$ cat config.mk
export PLATFORM = sky130hd
export DESIGN_NAME = pe_elastic
export DESIGN_NICKNAME = d
export VERILOG_FILES = /design/src/rtl/pea_pkg.sv /design/src/rtl/pe_out_fifo.sv /design/src/rtl/pe_elastic.sv
export SDC_FILE = /design/constraint.sdc
export NUM_CORES = 2
export LEC_CHECK = 0
export CAP_MARGIN = 10
export CORE_MARGIN = 1
export CORE_UTILIZATION = 53
export CTS_BUF_LIST = sky130_fd_sc_hd__clkbuf_8
export DETAILED_ROUTE_END_ITERATION = 16
export HOLD_SLACK_MARGIN = 0.08
export PLACE_DENSITY = 0.71
export SETUP_SLACK_MARGIN = 0.4
export SKIP_LAST_GASP = 1
export SLEW_MARGIN = 20
export SYNTH_ARGS = -nofsm -noshare
export SYNTH_HDL_FRONTEND = slang
export SYNTH_SLANG_ARGS = --single-unit
$ cat constraint.sdc
create_clock -name clk_i -period 10.8 [get_ports clk_i]
set_clock_uncertainty 0.1 [all_clocks]
set_input_delay 1.08 -clock clk_i [delete_from_list [all_inputs] [get_ports clk_i]]
set_output_delay 1.08 -clock clk_i [all_outputs]
set_load 0.05 [all_outputs]
$ cat src/rtl/pea_pkg.sv
// Shared types and configuration-width helpers for the PEA processing elements.
package pea_pkg;

    typedef enum logic [3:0] {
        OP_ADD = 4'd0,
        OP_SUB,
        OP_MUL,
        OP_AND,
        OP_OR,
        OP_XOR,
        OP_SLL,
        OP_SRL,
        OP_MAX,
        OP_ACC,
        OP_NOP
    } pe_op_t;

    typedef enum logic {
        ACC_IDLE,
        ACC_RUN
    } acc_state_t;

    function automatic int log_sel(input int n_neigh);
        return $clog2(n_neigh + 3);
    endfunction

    function automatic int log_rf(input int rf_depth);
        return $clog2(rf_depth);
    endfunction

    function automatic int cfg_w(input int n_neigh, input int rf_depth);
        return 2 * log_sel(n_neigh) + 5 + 2 * log_rf(rf_depth);
    endfunction

endpackage

$ cat src/rtl/pe_out_fifo.sv
// Pointer-based output queue; DEPTH must be a power of two so the pointers wrap naturally.
module pe_out_fifo #(
    parameter int WIDTH = 32,
    parameter int DEPTH = 2
) (
    input  logic                     clk_i,
    input  logic                     rst_n_i,
    input  logic                     flush_i,
    input  logic                     push_i,
    input  logic [WIDTH-1:0]         data_i,
    input  logic                     pop_i,
    output logic [WIDTH-1:0]         data_o,
    output logic                     full_o,
    output logic                     empty_o,
    output logic [$clog2(DEPTH):0]   count_o
);

    localparam int AW = $clog2(DEPTH);

    logic [DEPTH-1:0][WIDTH-1:0] mem_q;
    logic [AW-1:0]               wr_ptr_q;
    logic [AW-1:0]               rd_ptr_q;
    logic [AW:0]                 count_q;
    logic                        do_push;
    logic                        do_pop;

    assign full_o  = (count_q == (AW+1)'(DEPTH));
    assign empty_o = (count_q == '0);
    assign count_o = count_q;
    assign do_push = push_i & ~full_o & ~flush_i;
    assign do_pop  = pop_i & ~empty_o & ~flush_i;
    // Head reads as zero when empty so the output is clean out of reset without resetting storage.
    assign data_o  = empty_o ? '0 : mem_q[rd_ptr_q];

    always_ff @(posedge clk_i) begin
        if (do_push) mem_q[wr_ptr_q] <= data_i;
    end

    always_ff @(posedge clk_i or negedge rst_n_i) begin
        if (!rst_n_i) begin
            wr_ptr_q <= '0;
            rd_ptr_q <= '0;
            count_q  <= '0;
        end else if (flush_i) begin
            wr_ptr_q <= '0;
            rd_ptr_q <= '0;
            count_q  <= '0;
        end else begin
            if (do_push) wr_ptr_q <= wr_ptr_q + AW'(1);
            if (do_pop)  rd_ptr_q <= rd_ptr_q + AW'(1);
            case ({do_push, do_pop})
                2'b10:   count_q <= count_q + (AW+1)'(1);
                2'b01:   count_q <= count_q - (AW+1)'(1);
                default: count_q <= count_q;
            endcase
        end
    end

endmodule

$ cat src/rtl/pe_elastic.sv
// Elastic PEA processing element: operand select, ALU, length-bounded ACC FSM, output queue.
// Build option: define PE_SAT_EN for signed saturation on ADD/SUB/ACC (default wraps).
module pe_elastic
    import pea_pkg::*;
#(
    parameter int N_BITS     = 32,
    parameter int N_NEIGH    = 4,
    parameter int RF_DEPTH   = 4,
    parameter int FIFO_DEPTH = 2
) (
    input  logic                                 clk_i,
    input  logic                                 rst_n_i,
    input  logic [cfg_w(N_NEIGH, RF_DEPTH)-1:0]  ctrl_i,
    input  logic                                 flush_i,
    input  logic [7:0]                           acc_len_i,
    input  logic [N_NEIGH-1:0][N_BITS-1:0]       neigh_op_i,
    input  logic [N_NEIGH-1:0]                   neigh_valid_i,
    output logic [N_NEIGH-1:0]                   neigh_ready_o,
    output logic [N_BITS-1:0]                    res_o,
    output logic                                 valid_o,
    input  logic                                 ready_i,
    output logic [$clog2(FIFO_DEPTH):0]          fifo_cnt_o,
    output logic                                 busy_o
);

    localparam int LOG_SEL = log_sel(N_NEIGH);
    localparam int LOG_RF  = log_rf(RF_DEPTH);
    localparam int SH_W    = $clog2(N_BITS);
    localparam int OP_LSB  = 2 * LOG_SEL;

    logic [LOG_SEL-1:0] sel_a, sel_b;
    logic [3:0]         op_raw;
    pe_op_t             op;
    logic               op_act, rf_we;
    logic [LOG_RF-1:0]  rf_waddr, rf_raddr;

    assign sel_a    = ctrl_i[LOG_SEL-1:0];
    assign sel_b    = ctrl_i[OP_LSB-1:LOG_SEL];
    assign op_raw   = ctrl_i[OP_LSB+3:OP_LSB];
    assign op       = pe_op_t'(op_raw);
    assign rf_we    = ctrl_i[OP_LSB+4];
    assign rf_waddr = ctrl_i[OP_LSB+5 +: LOG_RF];
    assign rf_raddr = ctrl_i[OP_LSB+5+LOG_RF +: LOG_RF];
    // Codes above ACC (NOP and unused encodings) never fire.
    assign op_act   = (op_raw <= 4'(OP_ACC));

    logic [RF_DEPTH-1:0][N_BITS-1:0] rf_q;
    logic [N_BITS-1:0]  last_res_q, acc_q;
    logic [7:0]         count_q, len_q;
    acc_state_t         acc_state_q;

    logic [N_BITS-1:0]  op_a, op_b, alu_res, acc_sum, acc_push_val, push_data;
    logic               op_a_valid, op_b_valid, fire, push, acc_done;
    logic [7:0]         acc_len_eff;
    logic               fifo_full, fifo_empty;

    function automatic logic [N_BITS-1:0] add_op(input logic [N_BITS-1:0] x, input logic [N_BITS-1:0] y);
`ifdef PE_SAT_EN
        logic [N_BITS:0] s;
        s = {x[N_BITS-1], x} + {y[N_BITS-1], y};
        if (s[N_BITS] != s[N_BITS-1])
            return s[N_BITS] ? {1'b1, {(N_BITS-1){1'b0}}} : {1'b0, {(N_BITS-1){1'b1}}};
        return s[N_BITS-1:0];
`else
        return x + y;
`endif
    endfunction

    function automatic logic [N_BITS-1:0] sub_op(input logic [N_BITS-1:0] x, input logic [N_BITS-1:0] y);
`ifdef PE_SAT_EN
        logic [N_BITS:0] s;
        s = {x[N_BITS-1], x} - {y[N_BITS-1], y};
        if (s[N_BITS] != s[N_BITS-1])
            return s[N_BITS] ? {1'b1, {(N_BITS-1){1'b0}}} : {1'b0, {(N_BITS-1){1'b1}}};
        return s[N_BITS-1:0];
`else
        return x - y;
`endif
    endfunction

    // SELF and RF sources are always valid; ZERO covers its own code and every code above it.
    always_comb begin
        op_a = '0;
        op_b = '0;
        op_a_valid = 1'b1;
        op_b_valid = 1'b1;
        if (sel_a == LOG_SEL'(N_NEIGH))   op_a = last_res_q;
        if (sel_a == LOG_SEL'(N_NEIGH+1)) op_a = rf_q[rf_raddr];
        if (sel_b == LOG_SEL'(N_NEIGH))   op_b = last_res_q;
        if (sel_b == LOG_SEL'(N_NEIGH+1)) op_b = rf_q[rf_raddr];
        for (int i = 0; i < N_NEIGH; i++) begin
            if (sel_a == LOG_SEL'(i)) begin
                op_a = neigh_op_i[i];
                op_a_valid = neigh_valid_i[i];
            end
            if (sel_b == LOG_SEL'(i)) begin
                op_b = neigh_op_i[i];
                op_b_valid = neigh_valid_i[i];
            end
        end
    end

    // Handshake: upstream operands are consumed on the edge where fire is high, and neigh_ready_o
    // strobes for exactly those sources; fire depends only on registered full, never on ready_i.
    // Downstream transfer happens on any edge with valid_o & ready_i.
    assign fire = op_a_valid & op_b_valid & ~fifo_full & op_act & ~flush_i;

    always_comb begin
        neigh_ready_o = '0;
        for (int i = 0; i < N_NEIGH; i++)
            neigh_ready_o[i] = fire & ((sel_a == LOG_SEL'(i)) | (sel_b == LOG_SEL'(i)));
    end

    always_comb begin
        alu_res = '0;
        case (op)
            OP_ADD:  alu_res = add_op(op_a, op_b);
            OP_SUB:  alu_res = sub_op(op_a, op_b);
            OP_MUL:  alu_res = op_a * op_b;
            OP_AND:  alu_res = op_a & op_b;
            OP_OR:   alu_res = op_a | op_b;
            OP_XOR:  alu_res = op_a ^ op_b;
            OP_SLL:  alu_res = op_a << op_b[SH_W-1:0];
            OP_SRL:  alu_res = op_a >> op_b[SH_W-1:0];
            OP_MAX:  alu_res = ($signed(op_a) > $signed(op_b)) ? op_a : op_b;
            default: alu_res = '0;
        endcase
    end

    always_comb begin
        acc_len_eff  = (acc_len_i == 8'd0) ? 8'd1 : acc_len_i;
        acc_sum      = add_op(acc_q, op_b);
        acc_done     = 1'b0;
        acc_push_val = '0;
        if (fire && op == OP_ACC) begin
            if (acc_state_q == ACC_IDLE) begin
                acc_done     = (acc_len_eff == 8'd1);
                acc_push_val = op_b;
            end else begin
                acc_done     = (count_q == len_q - 8'd1);
                acc_push_val = acc_sum;
            end
        end
    end

    assign push      = fire & ((op != OP_ACC) | acc_done);
    assign push_data = (op == OP_ACC) ? acc_push_val : alu_res;

    always_ff @(posedge clk_i or negedge rst_n_i) begin
        if (!rst_n_i) begin
            acc_state_q <= ACC_IDLE;
            acc_q       <= '0;
            count_q     <= '0;
            len_q       <= '0;
            last_res_q  <= '0;
        end else if (flush_i) begin
            acc_state_q <= ACC_IDLE;
            acc_q       <= '0;
            count_q     <= '0;
            last_res_q  <= '0;
        end else begin
            if (push) last_res_q <= push_data;
            if (fire && op == OP_ACC) begin
                case (acc_state_q)
                    ACC_IDLE: begin
                        len_q <= acc_len_eff;
                        if (acc_done) begin
                            acc_q   <= '0;
                            count_q <= '0;
                        end else begin
                            acc_q       <= op_b;
                            count_q     <= 8'd1;
                            acc_state_q <= ACC_RUN;
                        end
                    end
                    default: begin
                        if (acc_done) begin
                            acc_q       <= '0;
                            count_q     <= '0;
                            acc_state_q <= ACC_IDLE;
                        end else begin
                            acc_q   <= acc_sum;
                            count_q <= count_q + 8'd1;
                        end
                    end
                endcase
            end
        end
    end

    // Register file survives flush; only reset clears it.
    always_ff @(posedge clk_i or negedge rst_n_i) begin
        if (!rst_n_i)
            rf_q <= '0;
        else if (push && rf_we)
            rf_q[rf_waddr] <= push_data;
    end

    pe_out_fifo #(
        .WIDTH (N_BITS),
        .DEPTH (FIFO_DEPTH)
    ) u_out_fifo (
        .clk_i   (clk_i),
        .rst_n_i (rst_n_i),
        .flush_i (flush_i),
        .push_i  (push),
        .data_i  (push_data),
        .pop_i   (ready_i),
        .data_o  (res_o),
        .full_o  (fifo_full),
        .empty_o (fifo_empty),
        .count_o (fifo_cnt_o)
    );

    assign valid_o = ~fifo_empty;
    assign busy_o  = (acc_state_q == ACC_RUN) | ~fifo_empty;

endmodule

==> results.cfg <==
[cts]
cts_buffers = 51
cts_num_sinks = 277
post_cts_buffers = 0
clk_pin_slew_ns = 0.06
clk_path_buf_depth = 3
root_buffer = clkbuf_8
tritoncts = yes
clk_latency_ns = 0.70
htreeDepth = 2

[floorplanning]
die_area_um2 = 79400
start_util = 0.535
ioPinCount = 199
num_rows = 102
fp.dieW_um = 282
coreArea_um2 = 77500
die_h_um = 282

[sta]
fin_crit_ns = 10.23
hold_viol = 0
rsz0062_at_grt = false
holdWs_ns = 0.258
final-max-slew-violation-count = 0
setup_viol = 0
final.setup.tns_ns = 0
fin_crit_sh = 0.948
worstMarginPinSlew_ns = 1.23
timing.fmax_mhz = 97.7
relSlewSlack = 0.176

[critical_path]
crit_path_max_fanout = 11
critPathKind = primary input to flip-flop
critPathSlowestCell = o32ai_1
cp-start-kind = primary input
cp_slowest_stage_delay_ns = 0.90
required_ns = 11.33
crit_top_cell = fa_1
crit_arrival_ns = 10.77
end_kind = flip-flop

[grt]
antenna_found_initial = 11
grt_max_degree = 79
grt_overflow_total = 0
grtUsageTotal = 0.509
grt_first_pass_wirelength_um = 287000
first_global_vias = 40658

[cells_and_area]
layout.nets = 5867
fin_area_um2 = 47200
fin_util = 0.609
fillers = 6900
synthToLayoutAreaGrowth_pct = 13.8
drive_gt1_frac = 0.128

[pwr]
power_uw = 13200
cellPowerDensity_nw_per_um2 = 280
ir_worst_vdd_mv = 0.587
leakagePower_uw = 0.0219

[synth]
synth_cell_types = 103
synthArstFlopShare = 0.769
synth-edff-count = 64
avgSynthCellArea_um2 = 8.62
seq_area_frac_synth = 0.175
synth_flop_cell = dfrtp_1
synth-seq-cells = 277
synth_cells = 4813
syn_area_um2 = 41500
yosysWarnings = 0
synth_nets = 5636

[detailed_routing]
vias_per_cell = 6.77
drt_iter0_drc = 5699
num_vias = 41596
post_drt_wl_per_cell_um = 32.7
ant_nets = 0
drc = 0
routed_wl_um = 201000
drtPass1Iterations = 6

[placement]
io_buffer_count = 198
dp_hpwl_um = 158000
dpl_cell_area_um2 = 45900
gp_congestion = 1.12

[worst_hold_path]
min_path_type = primary input to async pin

[flow_run]
max-cap-violations = 0

[status]
status = complete, no violations
[cell families after synthesis]
family	Yosys count	share of synthesized area
AND/OR/NAND/NOR	1412	0.151
AO/OA/AOI/OAI	1108	0.182
buffers and inverters	850	0.0817
adder cells (fa/ha/maj)	664	0.275
multiplexers	389	0.108
flip-flops	277	0.175
XOR/XNOR	113	0.0278
[worst paths after layout]
check	start	end	slack [ns]	cells past startpoint
setup reg to reg	rf_q[109]	u_out_fifo.mem_q[29]	1.05	26
hold reg to reg	acc_q[8]	acc_q[8]	0.39	2
hold / removal	rst_n_i	rf_q[42]	0.26	1
max in group asynchronous	rst_n_i	acc_state_q	8.82	2
min in group clk_i	acc_q[8]	acc_q[8]	0.39	2
setup / recovery	ctrl_i[13]	rf_q[118]	0.57	30
[repair_timing]
action / in CTS / in global routing
gates resized for setup: 0 / 2
endpoints found under the setup margin: 0 / 10
hold buffers: 0 / 0
hold endpoints to repair: 0 / 0
[layout by cell type, fill, tap and decap left out, types with 77 or more instances in the layout]
cell type / n
a21o_1: 88
buf_4: 298
clkdlybuf4s50_1: 188
nor2_1: 641
fa_1: 411
nand2_1: 360
mux2_2: 141
dfrtp_1: 211
nor3_1: 77
inv_1: 510
o21ai_0: 217
mux2i_1: 213
ha_1: 253
a21oi_1: 230
[worst max-delay path, delay by kind of cell]
kind / cells / cell delay (ns)
compound gates: 9 / 2.51
buf+inv: 7 / 1.25
fa+ha+maj: 9 / 4.26
mux: 3 / 1.09
simple gates: 2 / 0.53
[where the power goes]
group	leakage [µW]	switching [µW]	internal (µW)
Sequential	0.00343	164	1360
Clock	0.000659	523	706
Combinational	0.0178	6590	3890
Total	0.0219	7280	5950
[layout make-up]
type                            instances  area (µm²)  area share
Inverter                              525        1980      0.0419
Multi-Input combinational cell       3686       31000       0.658
Timing Repair Buffer                  503        4360      0.0925
Tap cell                             1040        1300      0.0276
Sequential cell                       277        7260       0.154
Antenna cell                           16        40.0    0.000848
Clock buffer                           60         826      0.0175
Clock inverter                         36         390     0.00827
[through the flow]
step / instances / setup slack, ns
3_3_place_gp: 6029 / 0.0913
3_5_place_dp: 6030 / -0.0612
2_1_floorplan: 4813 / 0.419
6_report: 6143 / 0.566
4_1_cts: 6126 / 0.584
5_1_grt: 6134 / 0.415
[metal layers]
metal / track usage / share of wire / vias up
met5: 0.00977 / 0.00029 / -
met4: 0.423 / 0.10 / 4
met3: 0.171 / 0.13 / 867
met2: 0.726 / 0.41 / 3319
met1: 0.619 / 0.36 / 20271
li1: - / - / 17135
[cells in the mapped netlist (28+ instances only)]
master / count / share of area
nor2_1: 647 / 0.059
inv_1: 503 / 0.046
fa_1: 411 / 0.20
nand2_1: 360 / 0.033
ha_1: 253 / 0.076
a21oi_1: 232 / 0.028
o21ai_0: 217 / 0.026
dfrtp_1: 213 / 0.13
mux2i_1: 213 / 0.051
clkbuf_1: 178 / 0.016
mux2_2: 141 / 0.038
a21o_1: 88 / 0.016
buf_2: 86 / 0.010
nor3_1: 83 / 0.010
xnor2_1: 71 / 0.015
edfxtp_1: 64 / 0.046
nand3_1: 62 / 0.0075
o211ai_1: 54 / 0.0098
o221ai_1: 49 / 0.010
a211oi_1: 46 / 0.0083
buf_1: 45 / 0.0041
o22ai_1: 39 / 0.0059
a31oi_1: 36 / 0.0054
nand2b_1: 36 / 0.0054
o21a_1: 36 / 0.0065
nor2b_1: 34 / 0.0051
a22oi_1: 32 / 0.0058
o31ai_1: 32 / 0.0058
nor3b_1: 31 / 0.0056
xor2_1: 30 / 0.0063
a221oi_1: 28 / 0.0059
[state kept, by name, indices dropped and copies added (netlist names)]
register             count
u_out_fifo.rd_ptr_q      1
u_out_fifo.wr_ptr_q      1
u_out_fifo.mem_q        64
acc_q                   32
len_q                    8
last_res_q              32
acc_state_q              1
rf_q                   128
u_out_fifo.count_o       2
count_q                  8
Power figures use the tool's default switching activity.
